`src/rtl/vga_pattern_gen.sv`:
```
// vga_pattern_gen: multi-mode VGA test-pattern generator, 2-cycle pipeline.
// Define VGA_PATTERN_BOX_EN to build the animated bouncing box (mode 4).
module vga_pattern_gen #(
  parameter int COLOR_W    = 10,
  parameter int COORD_W    = 10,
  parameter int H_ACTIVE   = 640,
  parameter int V_ACTIVE   = 480,
  parameter int CHECK_LOG2 = 5,
  parameter int BOX_SIZE   = 32,
  parameter int BOX_STEP   = 4
) (
  input  logic               iVGA_CLK,
  input  logic               iRST_N,
  input  logic [COORD_W-1:0] iVGA_X,
  input  logic [COORD_W-1:0] iVGA_Y,
  input  logic [2:0]         iMode,
  output logic [COLOR_W-1:0] oRed,
  output logic [COLOR_W-1:0] oGreen,
  output logic [COLOR_W-1:0] oBlue,
  output logic               oFrame_Start
);

  localparam logic [COLOR_W-1:0] FULL = '1;
  localparam logic [COLOR_W-1:0] MID =
    COLOR_W'(1) << (COLOR_W - 1);
  localparam logic [COORD_W:0] H_LIM = (COORD_W + 1)'(H_ACTIVE);
  localparam logic [COORD_W:0] V_LIM = (COORD_W + 1)'(V_ACTIVE);
  localparam logic [COORD_W-1:0] BAR_W = COORD_W'(H_ACTIVE / 8);
  localparam logic [COORD_W-1:0] BAR_MAX = COORD_W'(7);

  logic [2*COORD_W-1:0] prev_xy;
  logic                 fs;
  logic [COORD_W-1:0]   x_q;
  logic [COORD_W-1:0]   y_q;
  logic                 fs_q;
  logic [2:0]           mode_q;
  logic                 in_box;

  assign fs = (iVGA_X == '0) && (iVGA_Y == '0) && (prev_xy != '0);

  // Stage 1: register coordinates, detect frame start, latch mode
  always_ff @(posedge iVGA_CLK or negedge iRST_N) begin
    if (!iRST_N) begin
      prev_xy <= '1;
      x_q     <= '0;
      y_q     <= '0;
      fs_q    <= 1'b0;
      mode_q  <= 3'd0;
    end else begin
      prev_xy <= {iVGA_X, iVGA_Y};
      x_q     <= iVGA_X;
      y_q     <= iVGA_Y;
      fs_q    <= fs;
      if (fs) mode_q <= iMode;
    end
  end

`ifdef VGA_PATTERN_BOX_EN
  localparam logic [COORD_W:0] STEP = (COORD_W + 1)'(BOX_STEP);
  localparam logic [COORD_W:0] SIZE = (COORD_W + 1)'(BOX_SIZE);
  localparam logic [COORD_W:0] X_MAX =
    (COORD_W + 1)'(H_ACTIVE - BOX_SIZE);
  localparam logic [COORD_W:0] Y_MAX =
    (COORD_W + 1)'(V_ACTIVE - BOX_SIZE);

  logic [COORD_W-1:0] box_x;
  logic [COORD_W-1:0] box_y;
  logic               dx_left;
  logic               dy_up;
  logic [COORD_W:0]   bx_w;
  logic [COORD_W:0]   by_w;

  assign bx_w = {1'b0, box_x};
  assign by_w = {1'b0, box_y};

  // Box moves one step per frame and bounces off the active edges
  always_ff @(posedge iVGA_CLK or negedge iRST_N) begin
    if (!iRST_N) begin
      box_x   <= '0;
      box_y   <= '0;
      dx_left <= 1'b0;
      dy_up   <= 1'b0;
    end else if (fs) begin
      if (!dx_left) begin
        if (bx_w + STEP >= X_MAX) begin
          box_x   <= X_MAX[COORD_W-1:0];
          dx_left <= 1'b1;
        end else begin
          box_x <= box_x + STEP[COORD_W-1:0];
        end
      end else if (bx_w <= STEP) begin
        box_x   <= '0;
        dx_left <= 1'b0;
      end else begin
        box_x <= box_x - STEP[COORD_W-1:0];
      end
      if (!dy_up) begin
        if (by_w + STEP >= Y_MAX) begin
          box_y <= Y_MAX[COORD_W-1:0];
          dy_up <= 1'b1;
        end else begin
          box_y <= box_y + STEP[COORD_W-1:0];
        end
      end else if (by_w <= STEP) begin
        box_y <= '0;
        dy_up <= 1'b0;
      end else begin
        box_y <= box_y - STEP[COORD_W-1:0];
      end
    end
  end

  assign in_box = ({1'b0, x_q} >= bx_w) &&
                  ({1'b0, x_q} < bx_w + SIZE) &&
                  ({1'b0, y_q} >= by_w) &&
                  ({1'b0, y_q} < by_w + SIZE);
`else
  logic unused_box;
  assign unused_box = ^{BOX_SIZE, BOX_STEP};
  assign in_box = 1'b0;
`endif

  logic [COORD_W-1:0] bar_q;
  logic [2:0]         bar_idx;
  logic [2:0]         bar_b;
  logic [COLOR_W-1:0] ramp;
  logic               active;

  assign bar_q   = x_q / BAR_W;
  assign bar_idx = (bar_q > BAR_MAX) ? 3'd7 : bar_q[2:0];
  assign bar_b   = 3'd7 - bar_idx;
  assign active  = ({1'b0, x_q} < H_LIM) && ({1'b0, y_q} < V_LIM);

  generate
    if (COLOR_W >= COORD_W) begin : g_ramp_pad
      assign ramp = COLOR_W'(x_q) << (COLOR_W - COORD_W);
    end else begin : g_ramp_top
      assign ramp = x_q[COORD_W-1 -: COLOR_W];
    end
  endgenerate

  logic [COLOR_W-1:0] r_d;
  logic [COLOR_W-1:0] g_d;
  logic [COLOR_W-1:0] b_d;

  // Stage 2 colour selection; anything off-screen is black
  always_comb begin
    r_d = '0;
    g_d = '0;
    b_d = '0;
    if (active) begin
      case (mode_q)
        3'd0: b_d = MID;
        3'd1: begin
          r_d = {COLOR_W{bar_b[2]}};
          g_d = {COLOR_W{bar_b[1]}};
          b_d = {COLOR_W{bar_b[0]}};
        end
        3'd2: begin
          if (x_q[CHECK_LOG2] ^ y_q[CHECK_LOG2]) begin
            r_d = FULL;
            g_d = FULL;
            b_d = FULL;
          end
        end
        3'd3: begin
          r_d = ramp;
          g_d = ramp;
          b_d = ramp;
        end
        3'd4: begin
          if (in_box) begin
            r_d = FULL;
            g_d = FULL;
            b_d = FULL;
          end
        end
        default: ;
      endcase
    end
  end

  // Stage 2 output registers
  always_ff @(posedge iVGA_CLK or negedge iRST_N) begin
    if (!iRST_N) begin
      oRed         <= '0;
      oGreen       <= '0;
      oBlue        <= '0;
      oFrame_Start <= 1'b0;
    end else begin
      oRed         <= r_d;
      oGreen       <= g_d;
      oBlue        <= b_d;
      oFrame_Start <= fs_q;
    end
  end

endmodule

```
`config.mk`:
```
export PLATFORM = sky130hd
export DESIGN_NAME = vga_pattern_gen
export DESIGN_NICKNAME = d
export VERILOG_FILES = /design/src/rtl/vga_pattern_gen.sv
export SDC_FILE = /design/constraint.sdc
export NUM_CORES = 1
export LEC_CHECK = 0
export CORE_MARGIN = 10
export CORE_UTILIZATION = 44
export DETAILED_ROUTE_END_ITERATION = 7
export GPL_ROUTABILITY_DRIVEN = 0
export PLACE_DENSITY_LB_ADDON = 0.12
export SLEW_MARGIN = 20
export SYNTH_ARGS = -nofsm -noshare
export SYNTH_HDL_FRONTEND = slang
export SYNTH_SLANG_ARGS = --single-unit
```
`constraint.sdc`:
```
create_clock -name iVGA_CLK -period 1.5 [get_ports iVGA_CLK]
set_input_delay 0.3 -clock iVGA_CLK [delete_from_list [all_inputs] [get_ports iVGA_CLK]]
set_output_delay 0.3 -clock iVGA_CLK [all_outputs]
set_load 0.05 [all_outputs]
```
; ---- After elaboration in Yosys (flattened, before gate mapping)
; Index checks and enable logic that the tools add are counted.
[classes]
add_sub_neg = 1
div_mod_pow = 1
magnitude_cmp = 3
n_eq_ne = 3
muxes = 8
bitwise = 1
reduce_logical = 7
[ops]
columns = operator, count
row1 = one-hot mux 10 bit (3 select lines), 2
row2 = 2-to-1 mux 10 bit, 4
row3 = one-hot mux 10 bit (4 select lines), 1
row4 = logical NOT 10 bit, 2
row5 = nonzero test 20 bit, 1
row6 = "divider 10 x 7 -> 10 bit, second input constant", 1
row7 = "greater-than comparator 10 x 3 -> 1 bit, second input constant", 1
row8 = "< comparator 10 bit, second input constant", 1
row9 = "< comparator 10 x 9 -> 1 bit, second input constant", 1
row10 = "equality test 3 x 2 -> 1 bit, second input constant", 2
row11 = "equality test 3 x 1 -> 1 bit, second input constant", 1
row12 = logical AND 1 bit, 3
row13 = logical NOT 3 bit, 1
row14 = 2-to-1 mux 3 bit, 1
row15 = "subtractor 3 bit, first input constant", 1
row16 = XOR 1 bit, 1
[word_totals]
regBits = 75
in_bits = 25

; ---- Logic depth before layout (Yosys ltp)
[depth]
depth_word = 6
mapped_depth = 6
depth_no_buf = 4

; ---- Least setup slack after synthesis
; OpenSTA, ideal clock, no wires.
[synth_timing]
kind = flip-flop to flip-flop
startpoint = register x_q[7] (netlist: ramp[7])
endpoint = register oBlue[0]
setup_ns = 0.137
arrival_time_ns = 1.460
t_required_ns = 1.363
slack_ns = -0.096
stages_incl_launch_ff = 5
path_buffers = 1
synth_period_minus_slack_ns = 1.596
path_cell_list = dfrtp_1 -> clkbuf_1 -> or4b_1 -> a21oi_2 -> o22ai_1
[synth_via]
elab_chain_cells = 6
word_cells_on_any_way = 8
classes_between = add/sub: 1 / div: 1 / order compare: 2 / mux: 3 / reduce/logical: 1
[synth_rtl]
columns = item, line_no
row1 = from (decl), 33  ; logic [COORD_W-1:0] x_q;
row2 = from (signal assigned), 51  ; x_q <= iVGA_X;
row3 = divider 10 x 7 -> 10 bit, 129  ; assign bar_q = x_q / BAR_W;
row4 = greater-than comparator 10 x 3 -> 1 bit, 130  ; assign bar_idx = (bar_q > BAR_MAX) ? 3'd7 : bar_q[2:0];
row5 = 2-to-1 mux 3 bit, 130
row6 = subtractor 3 bit, 131  ; assign bar_b = 3'd7 - bar_idx;
row7 = one-hot mux 10 bit (4 select lines), 152  ; case (mode_q)
row8 = 2-to-1 mux 10 bit (*), 151  ; if (active) begin
row9 = via b_d[0], 144  ; logic [COLOR_W-1:0] b_d;
row10 = to (signal assigned), 188  ; oBlue <= '0;
row11 = to (signal assigned), 193  ; oBlue <= b_d;
row12 = to (decl), 19  ; output logic [COLOR_W-1:0] oBlue,
; The timed path passes the listed nets; every way through them passes the cells marked *.
; A chain may end at the register's enable or synchronous reset.

; ---- Worst setup path in the final report
[layout_timing]
startpoint = register mode_q[2]
endpoint = register oBlue[3]
[layout_via]
elab_chain_cells = 3
word_cells_on_any_way = 6
classes_between = eq/ne: 3 / mux: 2 / reduce/logical: 1
[layout_rtl]
columns = item, line_no
row1 = from (decl), 36  ; logic [2:0] mode_q;
row2 = from (signal assigned), 54  ; if (fs) mode_q <= iMode;
row3 = "equality test 3 x 2 -> 1 bit, or another cell as far along", 152
row4 = one-hot mux 10 bit (4 select lines) (*), 152
row5 = 2-to-1 mux 10 bit (*), 151
row6 = via b_d[3], 144
; Marks and branches as above.

==> impl_metrics.prom <==
# TYPE chip_impl_metric gauge
chip_impl_metric{name="asyncSetResetFlopFracSynth",unit="%"} 100
chip_impl_metric{name="dp_hpwl",unit="mm"} 4.32
chip_impl_metric{name="grt_pass1_vias",unit=""} 2044
chip_impl_metric{name="slew_viol_final",unit=""} 0
chip_impl_metric{name="vias",unit=""} 1898
chip_impl_metric{name="clk_path_buf_depth",unit=""} 2
chip_impl_metric{name="synthesis_stage_register_bit_count",unit=""} 70
chip_impl_metric{name="cts_buffers",unit=""} 9
chip_impl_metric{name="setup_viol",unit=""} 26
chip_impl_metric{name="grt_first_pass_wirelength",unit="mm"} 9.91
chip_impl_info{name="dominantRegCellSynth",value="sky130_fd_sc_hd__dfrtp_1"} 1
chip_impl_metric{name="flow.area_growth_from_synthesis",unit="%"} 68.8
chip_impl_info{name="crit_path_end_kind",value="flip-flop"} 1
chip_impl_metric{name="yosysWarningCount",unit=""} 0
chip_impl_metric{name="syn_nets",unit=""} 199
chip_impl_metric{name="drtAntennaViolNets",unit=""} 0
chip_impl_metric{name="finalCriticalPeriod",unit="ps"} 1670
chip_impl_metric{name="worstPathBufferInverterCount",unit=""} 0
chip_impl_metric{name="timing.clock.skew",unit="ps"} 9.00
chip_impl_metric{name="slew_headroom",unit="%"} 66.7
chip_impl_metric{name="die-width",unit="um"} 94.6
chip_impl_metric{name="clock_insertion_delay_worst_skew",unit="ps"} 350
chip_impl_metric{name="maximum_number_of_pins_on_one_net_before_global_route_repair",unit=""} 71
chip_impl_metric{name="detail_route.wl_per_cell",unit="um"} 18.8
chip_impl_metric{name="tightestPinTransition",unit="ps"} 494
chip_impl_metric{name="post_dp_cell_area",unit="um^2"} 3670
chip_impl_metric{name="cts.reportedPaths.clkPinSlew",unit="ps"} 70
chip_impl_metric{name="finish.instance_area",unit="um^2"} 4130
chip_impl_metric{name="postRouteWirelength",unit="mm"} 6.55
chip_impl_metric{name="fp.coreArea",unit="um^2"} 5440
chip_impl_metric{name="hold_violations",unit=""} 0
chip_impl_info{name="critical_path.reg2reg.startpoint",value="mode_q[2]$_DFFE_PN0P_"} 1
chip_impl_metric{name="post_synthesis_xor_xnor_area_fraction",unit="%"} 0.716
chip_impl_metric{name="antenna-diode-count",unit=""} 0
chip_impl_metric{name="yosys-mux-area-fraction",unit="%"} 1.38
chip_impl_metric{name="worst_r2r_path_depth",unit=""} 4
chip_impl_metric{name="max_freq",unit="MHz"} 597
chip_impl_metric{name="cap_violations",unit=""} 0
chip_impl_metric{name="cp.required",unit="ps"} 1750
chip_impl_info{name="crit_slowest_cell",value="sky130_fd_sc_hd__or3b_4"} 1
chip_impl_metric{name="h-tree-depth",unit=""} 3
chip_impl_info{name="worst-setup-path-type",value="flip-flop to flip-flop"} 1
chip_impl_info{name="cp-start-kind",value="flip-flop"} 1
chip_impl_info{name="clock-root-buffer",value="sky130_fd_sc_hd__clkbuf_8"} 1
chip_impl_metric{name="period_share",unit="%"} 112
chip_impl_metric{name="synth-edff-count",unit=""} 0
chip_impl_metric{name="hold-path-cell-count",unit=""} 1
chip_impl_info{name="mostFrequentLayoutCell",value="sky130_fd_sc_hd__dfrtp_1"} 1
chip_impl_info{name="run_status",value="finished, violations left"} 1
chip_impl_metric{name="p_per_cell_area",unit="nW/um^2"} 939
chip_impl_info{name="violated_checks",value="setup timing"} 1
chip_impl_metric{name="seq_area_frac_synth",unit="%"} 72.6
chip_impl_metric{name="drt_drc_violations_left",unit=""} 0
chip_impl_info{name="hold_start",value="iVGA_Y[2]"} 1
chip_impl_info{name="endpoint_of_the_worst_hold_path",value="prev_xy[2]$_DFF_PN1_"} 1
chip_impl_metric{name="leakage_power_of_the_design",unit="nW"} 1.76
chip_impl_metric{name="port-buffer-count",unit=""} 55
chip_impl_info{name="mostFrequentLayoutCells",value="sky130_fd_sc_hd__dfrtp_1, sky130_fd_sc_hd__buf_4, sky130_fd_sc_hd__buf_12, sky130_fd_sc_hd__a21oi_2, sky130_fd_sc_hd__dfstp_2"} 1
chip_impl_metric{name="syn-mean-instance-area",unit="um^2"} 14.1
chip_impl_metric{name="multi_input_comb_area",unit="um^2"} 861
chip_impl_metric{name="critical_path.max_stage_delay",unit="ps"} 440
chip_impl_info{name="rsz0062_at_grt",value="true"} 1
chip_impl_info{name="cts_tree",value="built"} 1
chip_impl_metric{name="share_of_cells_above_drive_strength_1",unit="%"} 58.7
chip_impl_metric{name="die-area",unit="um^2"} 8950
chip_impl_metric{name="max-vdd-ir-drop",unit="mV"} 0.793
chip_impl_metric{name="antenna_violations_before_repair",unit=""} 0
chip_impl_metric{name="cp_num_cells",unit=""} 4
chip_impl_metric{name="floorplan.rows",unit=""} 27
chip_impl_metric{name="critical_path_peak_fanout",unit=""} 5
chip_impl_info{name="synth_top_family_by_area",value="compound AO/OA/AOI/OAI gates"} 1
chip_impl_metric{name="arrival",unit="ps"} 1930
chip_impl_info{name="cpLargestDelayFamily",value="simple AND/OR/NAND/NOR gates"} 1
chip_impl_metric{name="clkSinkCount",unit=""} 70
chip_impl_metric{name="synth_simple_gate_area_share",unit="%"} 8.59
chip_impl_metric{name="layout.area.seq",unit="um^2"} 1780
chip_impl_metric{name="synthAdderAreaFrac",unit="%"} 0
chip_impl_info{name="hold_path.class",value="input port to flip-flop"} 1
chip_impl_metric{name="drt-initial-drc-count",unit=""} 159
chip_impl_metric{name="setup_ws",unit="ps"} -174
chip_impl_metric{name="globalRoute.totalOverflow",unit=""} 0
chip_impl_metric{name="totalPowerFinal",unit="W"} 0.00388
chip_impl_metric{name="nets",unit=""} 296
chip_impl_info{name="list_of_cells_traversed_by_the_critical_path",value="or3b_4 > a221oi_4 > nand4_1 > o22ai_1"} 1
chip_impl_metric{name="detailedRoute.firstPassIterationCount",unit=""} 6
chip_impl_metric{name="routed_vias_inst",unit=""} 5.45
chip_impl_metric{name="grt.total_usage",unit="%"} 14.4
chip_impl_metric{name="synthesis.area",unit="um^2"} 2450
chip_impl_metric{name="io-pin-count",unit=""} 56
chip_impl_metric{name="synth_compound_gate_area_share",unit="%"} 14.4
chip_impl_metric{name="regToRegSetupSlack",unit="ps"} -170
chip_impl_info{name="r2r_end",value="oBlue[3]$_DFF_PN0_"} 1
chip_impl_metric{name="die_height",unit="um"} 94.6
chip_impl_metric{name="yosysUniqueCellTypes",unit=""} 29
chip_impl_metric{name="start_util",unit="%"} 45.0
chip_impl_metric{name="nFillCells",unit=""} 310
chip_impl_metric{name="syn_inst",unit=""} 174
-- cells by family after synthesis --
| family | count (synthesis) |
|---|---|
| and+or+nand+nor | 34 |
| buffers and inverters | 11 |
| muxes | 3 |
| AOI/OAI and AO/OA | 54 |
| xor gates and xnor gates | 2 |
| DFF | 70 |
-- Yosys cell counts (all sizes together) (2+ instances only) --
master	number	area share (%)
dfrtp	50	51
a21oi	32	8.2
dfstp	20	21
nor4	10	2.6
o22ai	10	2.6
buf	7	1.7
o21ai	7	1.4
nor2	6	0.92
nand3	4	0.82
and3	3	0.77
clkbuf	3	0.46
mux2	3	1.4
nand2	3	0.46
a21o	2	0.61
nand4	2	0.77
xnor2	2	0.72
-- timing repair --
action / 4_1_cts / 5_1_grt
pin swaps: 18 / 17
setup endpoints to repair: 27 / 33
hold buffers: 1 / 0
cloned: 3 / 2
gates resized for setup: 36 / 33
endpoints found under the hold margin: 50 / 0
buffers inserted: 1 / 3
-- where the power goes --
part           leakage (nW)  switching, W  internal [W]
registers             0.871     0.0000311       0.00196
logic                 0.775      0.000134      0.000124
clock network         0.115      0.000706      0.000924
total                  1.76      0.000872       0.00301
-- area by class of cell --
| cell class | count | area share, % |
|---|---|---|
| Tap cell | 72 | 2.18 |
| Inverter | 1 | 0.0909 |
| Clock buffer | 11 | 3.94 |
| Clock inverter | 5 | 1.48 |
| Timing Repair Buffer | 93 | 28.4 |
| Multi-Input combinational cell | 96 | 20.8 |
| Sequential cell | 70 | 43.1 |
-- worst max path at each step --
stage	from	end	slack [ps]
4_1_cts	prev_xy[13]$_DFF_PN1_	mode_q[1]$_DFFE_PN0P_	-120
3_3_place_gp	iVGA_Y[7]	mode_q[1]$_DFFE_PN0P_	-580
2_1_floorplan	iVGA_Y[3]	mode_q[0]$_DFFE_PN0P_	1
3_5_place_dp	iVGA_X[1]	mode_q[0]$_DFFE_PN0P_	-650
5_1_grt	mode_q[2]$_DFFE_PN0P_	oBlue[6]$_DFF_PN0_	-210
6_report	mode_q[2]$_DFFE_PN0P_	oBlue[3]$_DFF_PN0_	-170
-- worst reg2reg max path: cells and delay by family, from the launching register on --
| kind | cells | cell delay [ps] |
|---|---|---|
| AO/OA/AOI/OAI | 2 | 480 |
| flip-flops | 1 | 380 |
| AND/OR/NAND/NOR | 2 | 710 |
-- per-layer routing --
metal  track usage (%)  part of all wire [%]  vias up
li1                  -                     -      833
met1              14.9                    37      931
met2              23.7                    51      107
met3              6.50                   8.4       27
met4              8.60                   3.8        0
met5                 0                     0        -
-- through the flow --
stage	worst slack [ps]	setup TNS (ps)	cells	hold WS, ps	util [%]
floorplan	1.49	0	174	4.41	-
global placement	-582	-3620	330	334	67.5
detailed placement	-653	-4480	330	349	67.5
CTS	-121	-1640	351	180	74.1
global route	-214	-4000	348	80.2	75.9
finish	-174	-2760	348	89.6	75.9
-- flip-flops by register name (all words and copies together), names as in the netlist --
name / count
fs_q: 1
oFrame_Start: 1
mode_q: 3
ramp: 10
oGreen: 10
prev_xy: 20
oBlue: 10
y_q: 5
oRed: 10
(Power assumes the default switching activity.)
